$ cat config.mk
export PLATFORM = sky130hd
export DESIGN_NAME = bcd_counter
export DESIGN_NICKNAME = d
export VERILOG_FILES = /design/src/rtl/bcd_counter.sv
export SDC_FILE = /design/constraint.sdc
export NUM_CORES = 1
export LEC_CHECK = 0
export CAP_MARGIN = 20
export CORE_UTILIZATION = 30
export CTS_BUF_LIST = sky130_fd_sc_hd__clkbuf_16
export DETAILED_ROUTE_END_ITERATION = 8
export GPL_TIMING_DRIVEN = 0
export PLACE_DENSITY = 0.56
export RECOVER_POWER = 100
export SLEW_MARGIN = 20
export SYNTH_ARGS = -nofsm -noshare
export SYNTH_HDL_FRONTEND = slang
export SYNTH_SLANG_ARGS = --single-unit
$ cat constraint.sdc
create_clock -name i_clock -period 4 [get_ports i_clock]
set_clock_uncertainty 0.2 [all_clocks]
set_input_delay 0.6 -clock i_clock [delete_from_list [all_inputs] [get_ports i_clock]]
set_output_delay 0.6 -clock i_clock [all_outputs]
set_load 0.05 [all_outputs]
$ cat src/rtl/bcd_counter.sv
// Multi-digit registered BCD up/down counter with synchronous validated load,
// wrap/saturate end-of-range handling and cascade outputs for 7-seg drive.

// One BCD digit of the ripple increment/decrement chain.
module bcd_digit (
  input  logic [3:0] i_digit,
  input  logic       i_up,
  input  logic       i_cin,
  output logic [3:0] o_digit,
  output logic       o_cout
);
  // Step the digit when the lower digits ripple into it; 9->0 up, 0->9 down.
  always_comb begin
    o_digit = i_digit;
    o_cout  = 1'b0;
    if (i_cin) begin
      if (i_up) begin
        if (i_digit == 4'd9) begin
          o_digit = 4'd0;
          o_cout  = 1'b1;
        end else begin
          o_digit = i_digit + 4'd1;
        end
      end else begin
        if (i_digit == 4'd0) begin
          o_digit = 4'd9;
          o_cout  = 1'b1;
        end else begin
          o_digit = i_digit - 4'd1;
        end
      end
    end
  end
endmodule

module bcd_counter #(
  parameter int                  DIGITS     = 3,
  parameter int                  WRAP       = 1,
  parameter logic [4*DIGITS-1:0] MAXVAL_HEX = {DIGITS{4'h9}}
) (
  input  logic                i_clock,
  input  logic                i_reset,
  input  logic                i_enable,
  input  logic                i_up,
  input  logic                i_load,
  input  logic [4*DIGITS-1:0] i_load_value,
  output logic [4*DIGITS-1:0] o_count,
  output logic                o_carry_out,
  output logic                o_terminal_count,
  output logic                o_load_error
);
  localparam int W = 4 * DIGITS;

  logic [W-1:0]      r_count;
  logic              r_carry;
  logic              r_load_error;

  logic [W-1:0]      w_step;
  logic [DIGITS:0]   w_carry;
  logic [DIGITS-1:0] w_digit_ok;
  logic              w_load_ok;
  logic              w_at_max;
  logic              w_at_zero;
  logic              w_underflow;

  // Digit 0 always steps; higher digits step only when every lower digit rolls.
  assign w_carry[0] = 1'b1;

  genvar g;
  generate
    for (g = 0; g < DIGITS; g++) begin : g_dig
      bcd_digit u_dig (
        .i_digit (r_count[4*g +: 4]),
        .i_up    (i_up),
        .i_cin   (w_carry[g]),
        .o_digit (w_step[4*g +: 4]),
        .o_cout  (w_carry[g+1])
      );
      assign w_digit_ok[g] = (i_load_value[4*g +: 4] <= 4'd9);
    end
  endgenerate

  // With all digits valid BCD, a plain unsigned compare orders values correctly.
  assign w_load_ok   = (&w_digit_ok) && (i_load_value <= MAXVAL_HEX);
  assign w_at_max    = (r_count == MAXVAL_HEX);
  assign w_at_zero   = (r_count == '0);
  // Counting down, a borrow out of the top digit means every digit was 0.
  assign w_underflow = ~i_up & w_carry[DIGITS];

  // Count register: reset > load > enable; pulses default low each cycle.
  always_ff @(posedge i_clock or posedge i_reset) begin
    if (i_reset) begin
      r_count      <= '0;
      r_carry      <= 1'b0;
      r_load_error <= 1'b0;
    end else begin
      r_carry      <= 1'b0;
      r_load_error <= 1'b0;
      if (i_load) begin
        if (w_load_ok) r_count      <= i_load_value;
        else           r_load_error <= 1'b1;
      end else if (i_enable) begin
        if (i_up) begin
          if (w_at_max) begin
            r_carry <= 1'b1;
            if (WRAP != 0) r_count <= '0;
          end else begin
            r_count <= w_step;
          end
        end else begin
          if (w_underflow) begin
            r_carry <= 1'b1;
            if (WRAP != 0) r_count <= MAXVAL_HEX;
          end else begin
            r_count <= w_step;
          end
        end
      end
    end
  end

  assign o_count          = r_count;
  assign o_carry_out      = r_carry;
  assign o_load_error     = r_load_error;
  assign o_terminal_count = i_up ? w_at_max : w_at_zero;
endmodule

# After elaboration in Yosys (flattened, before gate mapping)

Cells that the tools add are included.

Output and inout port bits: 15
Word-level logic and storage cells: 64
Register bits after elaboration: 14

$add $sub $neg: 6
Bitwise gates (word level): 2
Equal/unequal tests: 5
Order comparisons: 4
Reduce and logical (&&, ||, !) cells: 8
Mux-type cells: 36

Operators with widths:

| cell                                                   | number |
|---|---|
| two-way mux 12 bit                                     | 6 |
| two-way mux 4 bit                                      | 11 |
| two-way mux 1 bit                                      | 19 |
| adder 4 x 1 -> 4 bit, second input constant            | 3 |
| == test 12 bit, second input constant                  | 1 |
| == test 4 bit, second input constant                   | 3 |
| less-or-equal comparator 12 bit, second input constant | 1 |
| less-or-equal comparator 4 bit, second input constant  | 3 |
| zero test 12 bit                                       | 1 |
| zero test 4 bit                                        | 3 |
| subtractor 4 x 1 -> 4 bit, second input constant       | 3 |
| AND reduction 3 bit                                    | 1 |
| != test 2 x 1 -> 1 bit, second input constant          | 1 |
| AND reduction 2 bit                                    | 1 |
| nonzero test 2 bit                                     | 1 |
| bitwise AND 1 bit                                      | 1 |
| logical AND 1 bit                                      | 1 |
| NOT 1 bit                                              | 1 |

# Logic depth before layout (Yosys ltp)

Depth in word-level cells: 10
Gate-level depth with buffers: 8

# Hierarchy

Synthesis repeated with hierarchy kept, for this count alone.

Cells, all modules: 177
Area, all modules: 1427.6 um2

Modules (own cells, without submodules):

| module      | seq. area each (um2) | times used | area each (um2) | cells each |
|---|---|---|---|---|
| bcd_counter | 350.3                | 1          | 778.2           | 84 |
| bcd_digit   | 0.0                  | 3          | 216.5           | 31 |

# Worst setup path after synthesis

OpenSTA, ideal clock, no wires.

Path kind: reg2out
Start point: register r_count[0], in the netlist o_count[0]
End point: output port o_terminal_count
Setup slack: 0.712 ns
Data required time: 3.200 ns
Buffers on the path: 0
Stages on the path, launching flop included: 5
Data arrival time: 2.488 ns
Path through: dfrtp_1 -> inv_1 -> ha_1 -> or3b_1 -> o21ai_0

Longest elaborated chain between the ends: 2

Ends and longest elaborated chain:

| element                                            | RTL line | RTL |
|---|---|---|
| from (decl)                                        | 54       | `logic [W-1:0] r_count;` |
| from (signal assigned)                             | 100      | `if (w_load_ok) r_count <= i_load_value;` |
| from (signal assigned)                             | 108      | `r_count <= w_step;` |
| from (signal assigned)                             | 115      | `r_count <= w_step;` |
| == test 12 bit or zero test 12 bit (tied branches) | 85, 86   |  |
| two-way mux 1 bit (*)                              | 125      | `assign o_terminal_count = i_up ? w_at_max : w_at_zero;` |
| to (decl)                                          | 49       | `output logic o_terminal_count,` |

Every way passes the cells marked *; elsewhere a longest branch is shown, timed or not.

# Worst setup path in the final report

Start point: input port i_up
End point: output port o_terminal_count

Longest elaborated chain between the ends: 1

Ends and longest elaborated chain:

| element           | RTL line | RTL |
|---|---|---|
| from (decl)       | 44       | `input logic i_up,` |
| two-way mux 1 bit | 125      |  |

No other way between the ends.

==> results by group <==
Detailed routing
  • Detailed-route wire length: 4010 µm
  • DRC marker count from the first detailed-route iteration: slightly above 70
  • Number of antenna-violating nets in the routed design: 0
  • Wire per inst: 15.0 µm
  • 1st-pass router iterations: 6
  • DRC Markers: 3
  • Vias per Instance: approximately 5.5
  • Total vias in the final route: 1463

Pwr
  • PD cells: 440 nW/µm²
  • Post-layout total power: 822 µW
  • Leakage Power: 0.000746 µW
  • Maximum resistive drop on vdd: 189 µV

Timing
  • Period utilization: 0.946
  • Final critical-path setup slack: around 0.22 ns
  • Setup repair after global routing missed its margin: no
  • Worst-Margin Slew: 0.766 ns
  • Number of endpoints with negative hold slack in the final report: 0
  • Worst rel slew slack: 0.482
  • Final setup vio count: 0
  • Setup TNS: 0 ns
  • Final-report max-slew violation count: 0
  • Fin crit period: 3.78 ns
  • Maximum clock frequency: 0.264 GHz

Floorplanning
  • Die Footprint: between 4000 and 5000 µm²
  • Num rows: 24
  • X dimension of the die: ~71 µm
  • Core Box Area: 4440 µm²
  • Die height: roughly 71 µm
  • Starting Density: 0.318
  • Count of boundary I/O pins: 32

Logic synthesis
  • Area fraction in compound gates after synthesis: 0.347
  • Sequential area share after synthesis: 0.248
  • Syn nets: 207
  • Number of enable flip-flop cells after synthesis: 0
  • Main flop type after synthesis: sky130_fd_sc_hd__dfrtp_1
  • Count of state elements after synthesis: 14
  • Synthesized netlist cell count: approximately 180
  • Fraction of the mapped netlist area in adder cells: 0.0796
  • Share of async-settable or async-resettable flops after synthesis: 1.00
  • Netlist Area Pre-Place: approximately 1400 µm²
  • Distinct cell type count of the synthesized netlist: 51
  • Share of synthesized cell area in and, or, nand and nor gates: 0.234
  • Xor and xnor fraction of the mapped netlist area: 0.00619
  • Combinational family with the most area after synthesis: compound AO/OA/AOI/OAI gates
  • Synth Warn #: 0
  • Synth Area per Inst: 7.82 µm²
  • Share of synthesized area spent on multiplexers: 0.0212

Final layout
  • Diodes inserted: 0
  • Share of layout cells above drive strength 1: 0.0556
  • Area delta synth->final: 32.1%
  • Final Instance Count excl. Fillers: around 270
  • Summed area of non-filler cells in the final layout: approximately 1900 µm²
  • Number of nets in the finished design: 243

Clock tree
  • Root buffer cell: sky130_fd_sc_hd__clkbuf_16
  • CTS HTree Levels: 1
  • Clk buf depth: 2
  • Inserted Clock Buffers: 3
  • CTS Hold Bufs: 0
  • Clock latency at the later pin of the worst-skew pair: 0.25 ns
  • # Post-CTS Setup Buffers: 0
  • Clock transition at the register clock pins on the worst setup and hold paths after CTS: around 0.05 ns
  • Number of instances resized during post-cts repair: 0
  • CTS tree: done
  • Sinks on the clock net: 14

Critical path
  • Worst Setup Path Type: in -> out
  • WP data arrival: 2.98 ns
  • Crit-path max FO: 10
  • CP required: 3.20 ns
  • Kind of start point of the critical path: input port
  • CP Capture Type: output pin

Placement
  • Standard cell area after detailed placement: about 1800 µm²
  • Number of cells in the design after placement: 264
  • Final weighted congestion in routability-driven placement: 0.862
  • Dpl ws: 0.184 ns
  • Quantity of I/O buffers inserted on ports: 31
  • HPWL after detailed placement: 3000 µm

Status
  • Failing checks: DRC
  • Outcome: finished, violations left

GRT
  • Maximum number of pins on one net before global-route repair: 15
  • Number of antenna violations at the first check in global routing: 0
  • Number of global-route vias before repair: 1349
  • First-pass GRT wire length: 6910 µm
  • Sum of overflow across all layers after global routing: 0
  • GRT Util Overall: 0.176

Flow run
  • Max-cap violation count: 0

Hold path
  • Worst min-delay path category: reg -> reg
worst max-delay path, cell delays in order:
cell	delay (ns)
sky130_fd_sc_hd__clkdlybuf4s50_1	0.48
sky130_fd_sc_hd__buf_2	0.22
sky130_fd_sc_hd__inv_1	0.21
sky130_fd_sc_hd__and3_1	0.33
sky130_fd_sc_hd__nand2_1	0.08
sky130_fd_sc_hd__o21ai_0	0.21
sky130_fd_sc_hd__clkdlybuf4s50_1	0.84
synthesized netlist by cell type (2+ instances only):
library cell	n	area share
sky130_fd_sc_hd__nor2_1	16	0.042
sky130_fd_sc_hd__a22oi_1	3	0.016
sky130_fd_sc_hd__and4b_1	2	0.014
sky130_fd_sc_hd__clkbuf_1	6	0.016
sky130_fd_sc_hd__a32oi_1	2	0.012
sky130_fd_sc_hd__dfrtp_1	14	0.25
sky130_fd_sc_hd__nor3b_1	2	0.011
sky130_fd_sc_hd__nand2_1	15	0.040
sky130_fd_sc_hd__o21ba_2	2	0.014
sky130_fd_sc_hd__o22ai_1	2	0.0088
sky130_fd_sc_hd__o41ai_1	3	0.019
sky130_fd_sc_hd__nand2b_1	2	0.0088
sky130_fd_sc_hd__a21boi_1	2	0.011
sky130_fd_sc_hd__a22o_1	3	0.019
sky130_fd_sc_hd__o21ai_0	13	0.046
sky130_fd_sc_hd__buf_6	2	0.016
sky130_fd_sc_hd__o21ai_1	2	0.0071
sky130_fd_sc_hd__ha_1	9	0.080
sky130_fd_sc_hd__mux2i_1	3	0.021
sky130_fd_sc_hd__o21bai_1	2	0.011
sky130_fd_sc_hd__o21a_1	4	0.021
sky130_fd_sc_hd__a21oi_1	18	0.064
sky130_fd_sc_hd__o211ai_1	4	0.021
sky130_fd_sc_hd__nor2b_1	5	0.022
sky130_fd_sc_hd__inv_1	10	0.027
sky130_fd_sc_hd__nand3_1	6	0.021
sky130_fd_sc_hd__nor3_1	5	0.018
cells by family (layout without fill, tap and decap cells):
family | count (synthesis) | after routing
compound gates | 71 | 71
simple gates | 63 | 63
buf+inv | 20 | 55
flops | 14 | 14
fa+ha+maj | 9 | 9
mux | 3 | 3
xor+xnor | 1 | 1
state kept, by name (all words and copies together), names as in the netlist:
register / flops
o_count: 12
o_carry_out: 1
o_load_error: 1
per-stage QoR:
step	hold slack [ns]	utilization
final	0.441	0.421
after global routing	0.492	0.421
after CTS	0.451	0.421
after detailed placement	0.444	0.403
after global placement	0.435	0.403
after floorplan	0.289	-
layer usage:
layer,track usage,part of all wire,vias up
met5,0,0,-
met4,0.0400,0.010,0
met3,0.0342,0.070,4
met2,0.260,0.43,55
met1,0.265,0.49,659
li1,-,-,745
cell usage in the layout (no fill, tap or decap), types with 2 or more instances in the layout:
master,n
sky130_fd_sc_hd__o41ai_1,3
sky130_fd_sc_hd__nand3_1,6
sky130_fd_sc_hd__a21oi_1,18
sky130_fd_sc_hd__a22oi_1,3
sky130_fd_sc_hd__nor3_1,5
sky130_fd_sc_hd__o21bai_1,2
sky130_fd_sc_hd__inv_1,10
sky130_fd_sc_hd__mux2i_1,3
sky130_fd_sc_hd__o21ba_2,2
sky130_fd_sc_hd__clkdlybuf4s50_1,15
sky130_fd_sc_hd__o211ai_1,4
sky130_fd_sc_hd__nor2_1,16
sky130_fd_sc_hd__a22o_1,3
sky130_fd_sc_hd__dlygate4sd3_1,16
sky130_fd_sc_hd__a32oi_1,2
sky130_fd_sc_hd__and4b_1,2
sky130_fd_sc_hd__nand2_1,15
sky130_fd_sc_hd__nor3b_1,2
sky130_fd_sc_hd__nand2b_1,2
sky130_fd_sc_hd__clkbuf_16,3
sky130_fd_sc_hd__o21a_1,4
sky130_fd_sc_hd__o21ai_0,14
sky130_fd_sc_hd__o22ai_1,2
sky130_fd_sc_hd__buf_6,2
sky130_fd_sc_hd__dfrtp_1,14
sky130_fd_sc_hd__nor2b_1,5
sky130_fd_sc_hd__clkbuf_1,6
sky130_fd_sc_hd__ha_1,9
final cells by class:
class | count | area [µm²]
Fill cell | 448 | 2570
Clock inverter | 1 | 3.75
Timing Repair Buffer | 31 | 310
Clock buffer | 3 | 75.1
Multi-Input combinational cell | 147 | 973
Sequential cell | 14 | 350
Inverter | 10 | 37.5
Tap cell | 52 | 65.1
Buffer | 10 | 53.8
worst paths after layout:
path / start / to / slack [ns] / cells after the start
min in group asynchronous: i_reset / o_count[6] / 0.65 / 2
worst min-delay path: o_count[1] / o_count[1] / 0.44 / 2
worst min register to register: o_count[1] / o_count[1] / 0.44 / 2
max in group asynchronous: i_reset / o_count[11] / 2.57 / 2
worst max register to register: o_count[1] / o_count[10] / 1.55 / 8
worst max-delay path: i_up / o_terminal_count / 0.22 / 7
where the power goes:
group,switching [µW],leakage [µW],internal (µW)
sequential,35.9,0.000169,168
clock,63.6,0.0000385,133
combinational,258,0.000539,163
Note: power is estimated with default switching activity, not from simulation.
